<file path="src/rtl/cpu_pipe_pkg.sv">
// rtl/cpu_pipe_pkg.sv - shared widths, field offsets and slot commands for CPU inter-stage registers
package cpu_pipe_pkg;

   localparam int unsigned IF_ID_CTRL_W  = 8;
   localparam int unsigned IF_ID_DATA_W  = 64;
   localparam int unsigned ID_EX_CTRL_W  = 16;
   localparam int unsigned ID_EX_DATA_W  = 138;
   localparam int unsigned EX_MEM_CTRL_W = 16;
   localparam int unsigned EX_MEM_DATA_W = 128;
   localparam int unsigned MEM_WB_CTRL_W = 8;
   localparam int unsigned MEM_WB_DATA_W = 64;

   // Control field layout: all-zero control must decode as a NOP in every stage.
   localparam int unsigned CTRL_ALU_OP_LSB = 0;
   localparam int unsigned CTRL_ALU_OP_W   = 4;
   localparam int unsigned CTRL_MEM_RD_BIT = 4;
   localparam int unsigned CTRL_MEM_WR_BIT = 5;
   localparam int unsigned CTRL_WB_EN_BIT  = 6;
   localparam int unsigned CTRL_RD_LSB     = 7;
   localparam int unsigned CTRL_RD_W       = 5;

   localparam int unsigned DATA_OPA_LSB   = 0;
   localparam int unsigned DATA_OPB_LSB   = 64;
   localparam int unsigned DATA_SHAMT_LSB = 128;
   localparam int unsigned DATA_SHAMT_W   = 6;
   localparam int unsigned DATA_FUNCT_LSB = 134;
   localparam int unsigned DATA_FUNCT_W   = 4;

   localparam logic [ID_EX_CTRL_W-1:0] NOP_CTRL = '0;

   typedef enum logic [1:0] {
      SLOT_HOLD  = 2'd0,
      SLOT_LOAD  = 2'd1,
      SLOT_CLEAR = 2'd2
   } slot_op_e;

endpackage

</file>
<file path="src/rtl/pipe_slot.sv">
// rtl/pipe_slot.sv - one valid+ctrl+data register with load/clear commands
module pipe_slot
   import cpu_pipe_pkg::*;
#(
   parameter int unsigned CTRL_W    = 16,
   parameter int unsigned DATA_W    = 128,
   parameter bit          ZERO_DATA = 1'b1
) (
   input  logic              clk,
   input  logic              reset,
   input  slot_op_e          op,
   input  logic [CTRL_W-1:0] loadCtrl,
   input  logic [DATA_W-1:0] loadData,
   output logic              valid,
   output logic [CTRL_W-1:0] ctrl,
   output logic [DATA_W-1:0] data
);

   always_ff @(posedge clk or negedge reset) begin
      if (!reset) begin
         valid <= 1'b0;
         ctrl  <= '0;
         data  <= '0;
      end else begin
         case (op)
            SLOT_LOAD: begin
               valid <= 1'b1;
               ctrl  <= loadCtrl;
               data  <= loadData;
            end
            SLOT_CLEAR: begin
               // Cleared control is the NOP encoding; data may be left stale to save toggles.
               valid <= 1'b0;
               ctrl  <= '0;
               if (ZERO_DATA) data <= '0;
            end
            default: ;
         endcase
      end
   end

endmodule

</file>
<file path="src/rtl/pipe_stage_reg.sv">
// rtl/pipe_stage_reg.sv - elastic CPU pipeline-stage register with optional skid buffer and flush
module pipe_stage_reg
   import cpu_pipe_pkg::*;
#(
   parameter int unsigned CTRL_W    = 16,
   parameter int unsigned DATA_W    = 128,
   parameter bit          SKID      = 1'b1,
   parameter bit          ZERO_DATA = 1'b1
) (
   input  logic              clk,
   input  logic              reset,
   input  logic              flush,
   input  logic              in_valid,
   output logic              in_ready,
   input  logic [CTRL_W-1:0] in_ctrl,
   input  logic [DATA_W-1:0] in_data,
   output logic              out_valid,
   input  logic              out_ready,
   output logic [CTRL_W-1:0] out_ctrl,
   output logic [DATA_W-1:0] out_data,
   output logic [1:0]        occupancy
);

   logic              inXfer;
   logic              outXfer;
   logic              mainValid;
   logic [CTRL_W-1:0] mainCtrl;
   logic [DATA_W-1:0] mainData;
   slot_op_e          mainOp;
   logic [CTRL_W-1:0] mainLdCtrl;
   logic [DATA_W-1:0] mainLdData;
   logic              mainNextValid;
   logic              readyQ;
   logic              readyNext;
   logic [1:0]        occQ;
   logic [1:0]        occNext;

   assign out_valid     = mainValid;
   assign out_ctrl      = mainCtrl;
   assign out_data      = mainData;
   assign occupancy     = occQ;
   assign inXfer        = in_valid && in_ready;
   assign outXfer       = mainValid && out_ready;
   assign mainNextValid = (mainOp == SLOT_LOAD) || ((mainOp == SLOT_HOLD) && mainValid);

   pipe_slot #(
      .CTRL_W    (CTRL_W),
      .DATA_W    (DATA_W),
      .ZERO_DATA (ZERO_DATA)
   ) u_main (
      .clk      (clk),
      .reset    (reset),
      .op       (mainOp),
      .loadCtrl (mainLdCtrl),
      .loadData (mainLdData),
      .valid    (mainValid),
      .ctrl     (mainCtrl),
      .data     (mainData)
   );

   generate
      if (SKID) begin : g_skid
         slot_op_e          skidOp;
         logic              skidValid;
         logic [CTRL_W-1:0] skidCtrl;
         logic [DATA_W-1:0] skidData;
         logic              skidNextValid;

         pipe_slot #(
            .CTRL_W    (CTRL_W),
            .DATA_W    (DATA_W),
            .ZERO_DATA (ZERO_DATA)
         ) u_skid (
            .clk      (clk),
            .reset    (reset),
            .op       (skidOp),
            .loadCtrl (in_ctrl),
            .loadData (in_data),
            .valid    (skidValid),
            .ctrl     (skidCtrl),
            .data     (skidData)
         );

         // readyQ mirrors !skidValid, so in_ready never depends on out_ready.
         assign in_ready      = readyQ;
         assign skidNextValid = (skidOp == SLOT_LOAD) || ((skidOp == SLOT_HOLD) && skidValid);
         assign readyNext     = !skidNextValid;
         assign occNext       = {1'b0, mainNextValid} + {1'b0, skidNextValid};

         always_comb begin
            mainOp     = SLOT_HOLD;
            skidOp     = SLOT_HOLD;
            mainLdCtrl = in_ctrl;
            mainLdData = in_data;
            if (flush) begin
               mainOp = SLOT_CLEAR;
               skidOp = SLOT_CLEAR;
            end else if (outXfer) begin
               if (skidValid) begin
                  mainOp     = SLOT_LOAD;
                  mainLdCtrl = skidCtrl;
                  mainLdData = skidData;
                  skidOp     = SLOT_CLEAR;
               end else if (inXfer) begin
                  mainOp = SLOT_LOAD;
               end else begin
                  mainOp = SLOT_CLEAR;
               end
            end else if (inXfer) begin
               if (mainValid) skidOp = SLOT_LOAD;
               else           mainOp = SLOT_LOAD;
            end
         end
      end else begin : g_single
         // readyQ only masks in_ready during reset and the first edge after release.
         assign in_ready   = readyQ && (out_ready || !mainValid);
         assign readyNext  = 1'b1;
         assign occNext    = {1'b0, mainNextValid};
         assign mainLdCtrl = in_ctrl;
         assign mainLdData = in_data;

         always_comb begin
            mainOp = SLOT_HOLD;
            if (flush)        mainOp = SLOT_CLEAR;
            else if (inXfer)  mainOp = SLOT_LOAD;
            else if (outXfer) mainOp = SLOT_CLEAR;
         end
      end
   endgenerate

   always_ff @(posedge clk or negedge reset) begin
      if (!reset) begin
         readyQ <= 1'b0;
         occQ   <= 2'd0;
      end else begin
         readyQ <= readyNext;
         occQ   <= occNext;
      end
   end

endmodule

</file>
<file path="config.mk">
export PLATFORM = sky130hd
export DESIGN_NAME = pipe_stage_reg
export DESIGN_NICKNAME = d
export VERILOG_FILES = /design/src/rtl/cpu_pipe_pkg.sv /design/src/rtl/pipe_slot.sv /design/src/rtl/pipe_stage_reg.sv
export SDC_FILE = /design/constraint.sdc
export NUM_CORES = 1
export LEC_CHECK = 0
export BUFFER_PORTS_ARGS = -buffer_cell sky130_fd_sc_hd__buf_2
export CAP_MARGIN = 20
export CELL_PAD_IN_SITES_DETAIL_PLACEMENT = 1
export CELL_PAD_IN_SITES_GLOBAL_PLACEMENT = 1
export CORE_MARGIN = 4
export CORE_UTILIZATION = 42
export CTS_CLUSTER_DIAMETER = 50
export DETAILED_ROUTE_END_ITERATION = 10
export GPL_TIMING_DRIVEN = 0
export PLACE_DENSITY = 0.77
export SETUP_SLACK_MARGIN = 0.5
export SLEW_MARGIN = 20
export SYNTH_ARGS = -nofsm -noshare
export SYNTH_HDL_FRONTEND = slang
export SYNTH_SLANG_ARGS = --single-unit
</file>
<file path="constraint.sdc">
create_clock -name clk -period 2.86 [get_ports clk]
set_clock_uncertainty 0.05 [all_clocks]
set_input_delay 0.143 -clock clk [delete_from_list [all_inputs] [get_ports clk]]
set_output_delay 0.143 -clock clk [all_outputs]
set_load 0.02 [all_outputs]
</file>
Word level (Yosys, flattened, before mapping)
Cells that the tools add are included.

storage, ports and cells
  input port bits = 149
  register bits after elaboration = 293
  word-level logic and storage cells = 47
  output and inout bits = 148

operators by class
  add/sub/neg operators = 1
  equality and inequality tests = 4
  reductions and logical operators = 11
  muxes and demuxes = 23

operators by type and width
  cell                number
  $pmux 128 s2        2
  $mux 128            3
  $pmux 16 s2         2
  $mux 16             3
  $mux 2              7
  $eq 2x1->1 const B  2
  $eq 2x2->1 const B  2
  $logic_and 1x1->1   4
  $logic_not 2->1     2
  $mux 1              4
  $pmux 1 s2          2
  $reduce_bool 2->1   2
  $add 1x1->2         1
  $logic_or 1x1->1    2
  $logic_not 1->1     1

Depth between registers and ports, before layout
  depth after elaboration = 9
  depth in mapped cells = 10
  depth with buffers taken out = 6

By module
A second synthesis with hierarchy kept.

second synthesis, totals
  cell total of the unflattened synthesis = 1439
  area, all modules = 14878.0 um2

by module, submodules not included
  module          instances  sequential area each (um2)  cells each  area an instance (um2)
  pipe_slot       2          3628.5                      630         6358.6
  pipe_stage_reg  1          75.1                        179         2160.8

Worst setup path after synthesis
Ideal clock, no wire load.

  path kind = flip-flop to flip-flop
  start point = register readyQ, in the netlist in_ready
  end point = register u_main.data[36]
  path slack = 0.474 ns
  clock period less this slack = 2.386 ns
  required time = 2.669 ns
  cell stages (with the launch flop) = 10
  arrival = 2.195 ns
  path buffers = 3
  library setup time = 0.141 ns
  path through = dfrtp_1 -> nand2_1 -> a41oi_1 -> nand2_1 -> ha_1 -> nand2b_1 -> buf_2 -> clkbuf_1 -> clkbuf_1 -> o22ai_1

on the way
  longest elaborated chain between the ends = 7
  elaborated cells between the ends (all ways) = 10
  classes of those cells = 2 x eq/ne; 6 x mux; 2 x reduce/logical

RTL lines
  element                                            line                   source
  start, declared                                    pipe_stage_reg.sv:33   logic readyQ;
  start signal, assigned                             pipe_stage_reg.sv:136  readyQ <= readyNext;
  $logic_and 1x1->1 *                                pipe_stage_reg.sv:42   assign inXfer = in_valid && in_ready;
  $mux 2                                             pipe_stage_reg.sv:104  end else if (inXfer) begin
  $mux 2                                             pipe_stage_reg.sv:99   if (skidValid) begin
  $mux 2 *                                           pipe_stage_reg.sv:98   end else if (outXfer) begin
  $mux 2 *                                           pipe_stage_reg.sv:95   if (flush) begin
  $eq 2x2->1 or $eq 2x1->1 (tied branches)           pipe_slot.sv:25        case (op)
  $pmux 128 s2 or $reduce_bool 2->1 (tied branches)  n/a
  end signal, assigned                               pipe_slot.sv:29        data <= loadData;
  end, declared                                      pipe_slot.sv:16        output logic [DATA_W-1:0] data

Mark *: on every way between the ends. The rest lies on a longest branch, timed or not.
A chain may end at the register's enable or synchronous reset.

Worst setup path in the final report
  start point = register u_main.valid
  end point = register u_main.data[99]

on the way
  longest elaborated chain between the ends = 6
  elaborated cells between the ends (all ways) = 11
  classes of those cells = 2 x eq/ne; 7 x mux; 2 x reduce/logical

RTL lines
  element                                            line                   source
  start, declared                                    pipe_slot.sv:14        output logic valid,
  start signal, assigned                             pipe_slot.sv:21        valid <= 1'b0;
  start signal, assigned                             pipe_slot.sv:27        valid <= 1'b1;
  start signal, assigned                             pipe_slot.sv:33        valid <= 1'b0;
  $mux 1                                             pipe_stage_reg.sv:110  if (mainValid) skidOp = SLOT_LOAD;
  $mux 1                                             pipe_stage_reg.sv:109  end else if (inXfer) begin
  $mux 2                                             pipe_stage_reg.sv:98
  $mux 2                                             pipe_stage_reg.sv:95
  $eq 2x2->1 or $eq 2x1->1 (tied branches)           pipe_slot.sv:25
  $pmux 128 s2 or $reduce_bool 2->1 (tied branches)  n/a

Parallel ways exist; a longest one is shown, timed or not.

==> results.cfg <==
[floorplan]
start_util = 0.427
num_rows = 64
die_h_um = 184
die_area_um2 = 34000
io_pins = 297
die_x_um = 184
core_area_um2 = 30600

[critical_path]
reg2reg_slack_ns = 0.56
cp_num_buf_inv = 3
cp_slowest_stage_delay_ns = 0.45
reg2reg_depth = 7
critPathTopFamily = buffers and inverters
worstSetupStartpointType = flop
crit_path_end_kind = flop
crit_required_ns = 3.17
cp-startpoint = u_main.valid
crit_type = flop to flop
timing.critical_path.cells = buf_4 > a41oi_4 > nand2_1 > ha_1 > buf_6 > buf_1 > o22ai_1
critical_path_depth = 7
critical_path_arrival_ns = 2.61
reg2reg_from = u_main.valid
cp_slowest_cell = dfrtp_2
r2r-end = u_main.data[99]
worstSetupEndpoint = u_main.data[99]
path_max_fanout = 10

[sta]
hold_viol_final = 0
rsz0062_at_grt = true
setup_viol = 0
slew_headroom = 0.571
setup_ws_ns = 0.557
min_period_ns = 2.30
post-route-period-util = 0.805
worstMarginPinSlew_ns = 0.643
fmax_ghz = 0.434
holdWs_ns = 0.176
final_max_slew_viol_count = 0

[yosys]
synth-seq-area-share = 0.562
syn_inst = 1280
syn_area_per_cell_um2 = 10.2
synthesis.nets = 1436
yosysTopAreaCell = dfrtp_1
netlist_area_um2 = 13100
ys_ff_latch = 293
synth_top_area_frac = 0.562
synth_top_flop_cell = dfrtp_1
synth_edf_count = 0
yosys.cell_types.count = 19
ys_top_cells_by_count = dfrtp_1 (293), inv_1 (150), nand2_1 (147)
post-synth-top-count-cell = dfrtp_1
netlist_top_cells_area = dfrtp_1 (56%), mux2i_1 (11%), nand2b_1 (7.0%), o22ai_1 (6.9%), o21ai_0 (5.6%)
yosysWarnings = 0
async_flop_share = 1.00

[clocking]
numCtsBuffers = 37
cts_tree = yes
cts.sinks = 293
htree_levels = 2
clk_pin_slew_ns = 0.05
clkLatencyLatePin_ns = 0.52
clockBufferDepth = 3
cts-root-buf = clkbuf_16

[final_layout]
num-nets-final = 1924
design_area_um2 = 18100
multiInputGateArea_um2 = 4720
fill_cells = 3370
stdcell_count = 2198
regArea_um2 = 7330
drive_gt1_frac = 0.245
area.growth.synth_to_final_pct = 39.0

[power_and_ir_drop]
power_density_nw_per_um2 = 970
combinationalPowerShare = 0.353
vdd_ir_drop_max_mv = 0.505
switchingPower_uw = 6730
switching_share = 0.382
clockPowerShare = 0.284
p_int_uw = 10900
p_leak_uw = 0.00961
pwr-share-seq = 0.363

[detailed_routing]
vias = 11500
drtAntennaViolNets = 0
drc_errors = 0
wl_um = 46000
drt_first_pass_iters = 5
drt_iter0_markers = 582
viasPerCell = 5.22
wire_per_inst_um = 20.9

[grt]
groute.usage.overall = 0.267
grt_pass1_wl_um = 72100
grt_start_max_net_pins = 87
grt_pass1_vias = 12900
overflow = 0
antenna_found_initial = 5

[place]
place_ws_ns = -0.300
gp_congestion = 0.783
placed_area_um2 = 15100
dpl.cell_count = 1975
hpwl_um = 27700
io_buffers = 296

[hold_path]
min_path_type = input pin to asynchronous set/reset pin

[status]
status = completed

[flow_run]
drv_cap = 0
routing by layer:
layer | routed length, µm | vias up | track usage
met5 | 0 | - | 0
met4 | 2450 | 0 | 0.134
met3 | 1930 | 134 | 0.0444
met2 | 22800 | 313 | 0.450
met1 | 18700 | 5782 | 0.332
li1 | - | 5252 | -
registers in the layout, summed over array words and instances, names as in the netlist:
| signal | count |
|---|---|
| g_skid.u_skid.data | 128 |
| u_main.data | 128 |
| g_skid.u_skid.ctrl | 16 |
| u_main.ctrl | 16 |
| occupancy | 2 |
| g_skid.u_skid.valid | 1 |
| in_ready | 1 |
| u_main.valid | 1 |
logic make-up after synthesis:
group / Yosys count / synth area share
simple gates: 295 / 0.113
compound gates: 294 / 0.127
mux: 145 / 0.111
flops: 293 / 0.562
fa+ha+maj: 7 / 0.00671
buf+inv: 246 / 0.0795
worst reg2reg max path, stage by stage, from the launching register on:
cell and delay [ns]:
dfrtp_2 0.45, buf_4 0.16, a41oi_4 0.19, nand2_1 0.11, ha_1 0.34, buf_6 0.20, buf_1 0.45, o22ai_1 0.21
placed cells by master (no fill, tap or decap), types with 13 or more instances in the layout:
master           n
buf_2          300
dfrtp_1        292
inv_1          150
nand2_1        147
mux2i_1        145
nand2b_1       145
dlygate4sd3_1  145
o22ai_1        144
o21ai_0        141
clkbuf_16       39
clkbuf_1        29
buf_4           28
clkbuf_2        20
buf_6           13
repair_timing:
action,CTS,global route
hold buffers,145,0
endpoints found under the hold margin,366,0
setup buffers,0,5
gates resized for setup,47,64
pin swaps,0,1
setup endpoints to repair,290,252
per-stage QoR:
stage	TNS (ns)	utilization	power [µW]
finish	0	0.593	17600
global route	0	0.593	18600
CTS	0	0.589	17300
detailed placement	-24.45	0.494	12000
global placement	-1221.75	0.491	11800
floorplan	0	-	9710
power groups by stage:
stage	Clock, µW	Sequential [µW]	Combinational [µW]
2_1_floorplan	0	7340	2370
3_3_place_gp	0	6290	5490
3_5_place_dp	0	6360	5660
4_1_cts	5060	6310	5980
5_1_grt	5290	6540	6720
6_report	4990	6380	6220
worst min-delay path by stage:
stage | from | to | slack, ns | depth (start not counted)
4_1_cts | reset | u_main.data[105] | 0.18 | 2
3_3_place_gp | in_data[90] | g_skid.u_skid.data[90] | 0.36 | 3
5_1_grt | reset | u_main.data[103] | 0.22 | 2
2_1_floorplan | reset | g_skid.u_skid.ctrl[0] | -0.20 | 0
6_report | reset | g_skid.u_skid.data[114] | 0.18 | 2
3_5_place_dp | reset | g_skid.u_skid.data[114] | 0.14 | 1
layout make-up:
cell class	instances	share of cell area
timing repair buffer	449	0.169
buffer	96	0.0354
antenna	5	0.000690
multi-input combinational	741	0.260
tap	396	0.0273
inverter	150	0.0310
clock buffer	51	0.0601
sequential	293	0.404
clock inverter	17	0.0124
Power figures use the tool's default switching activity.
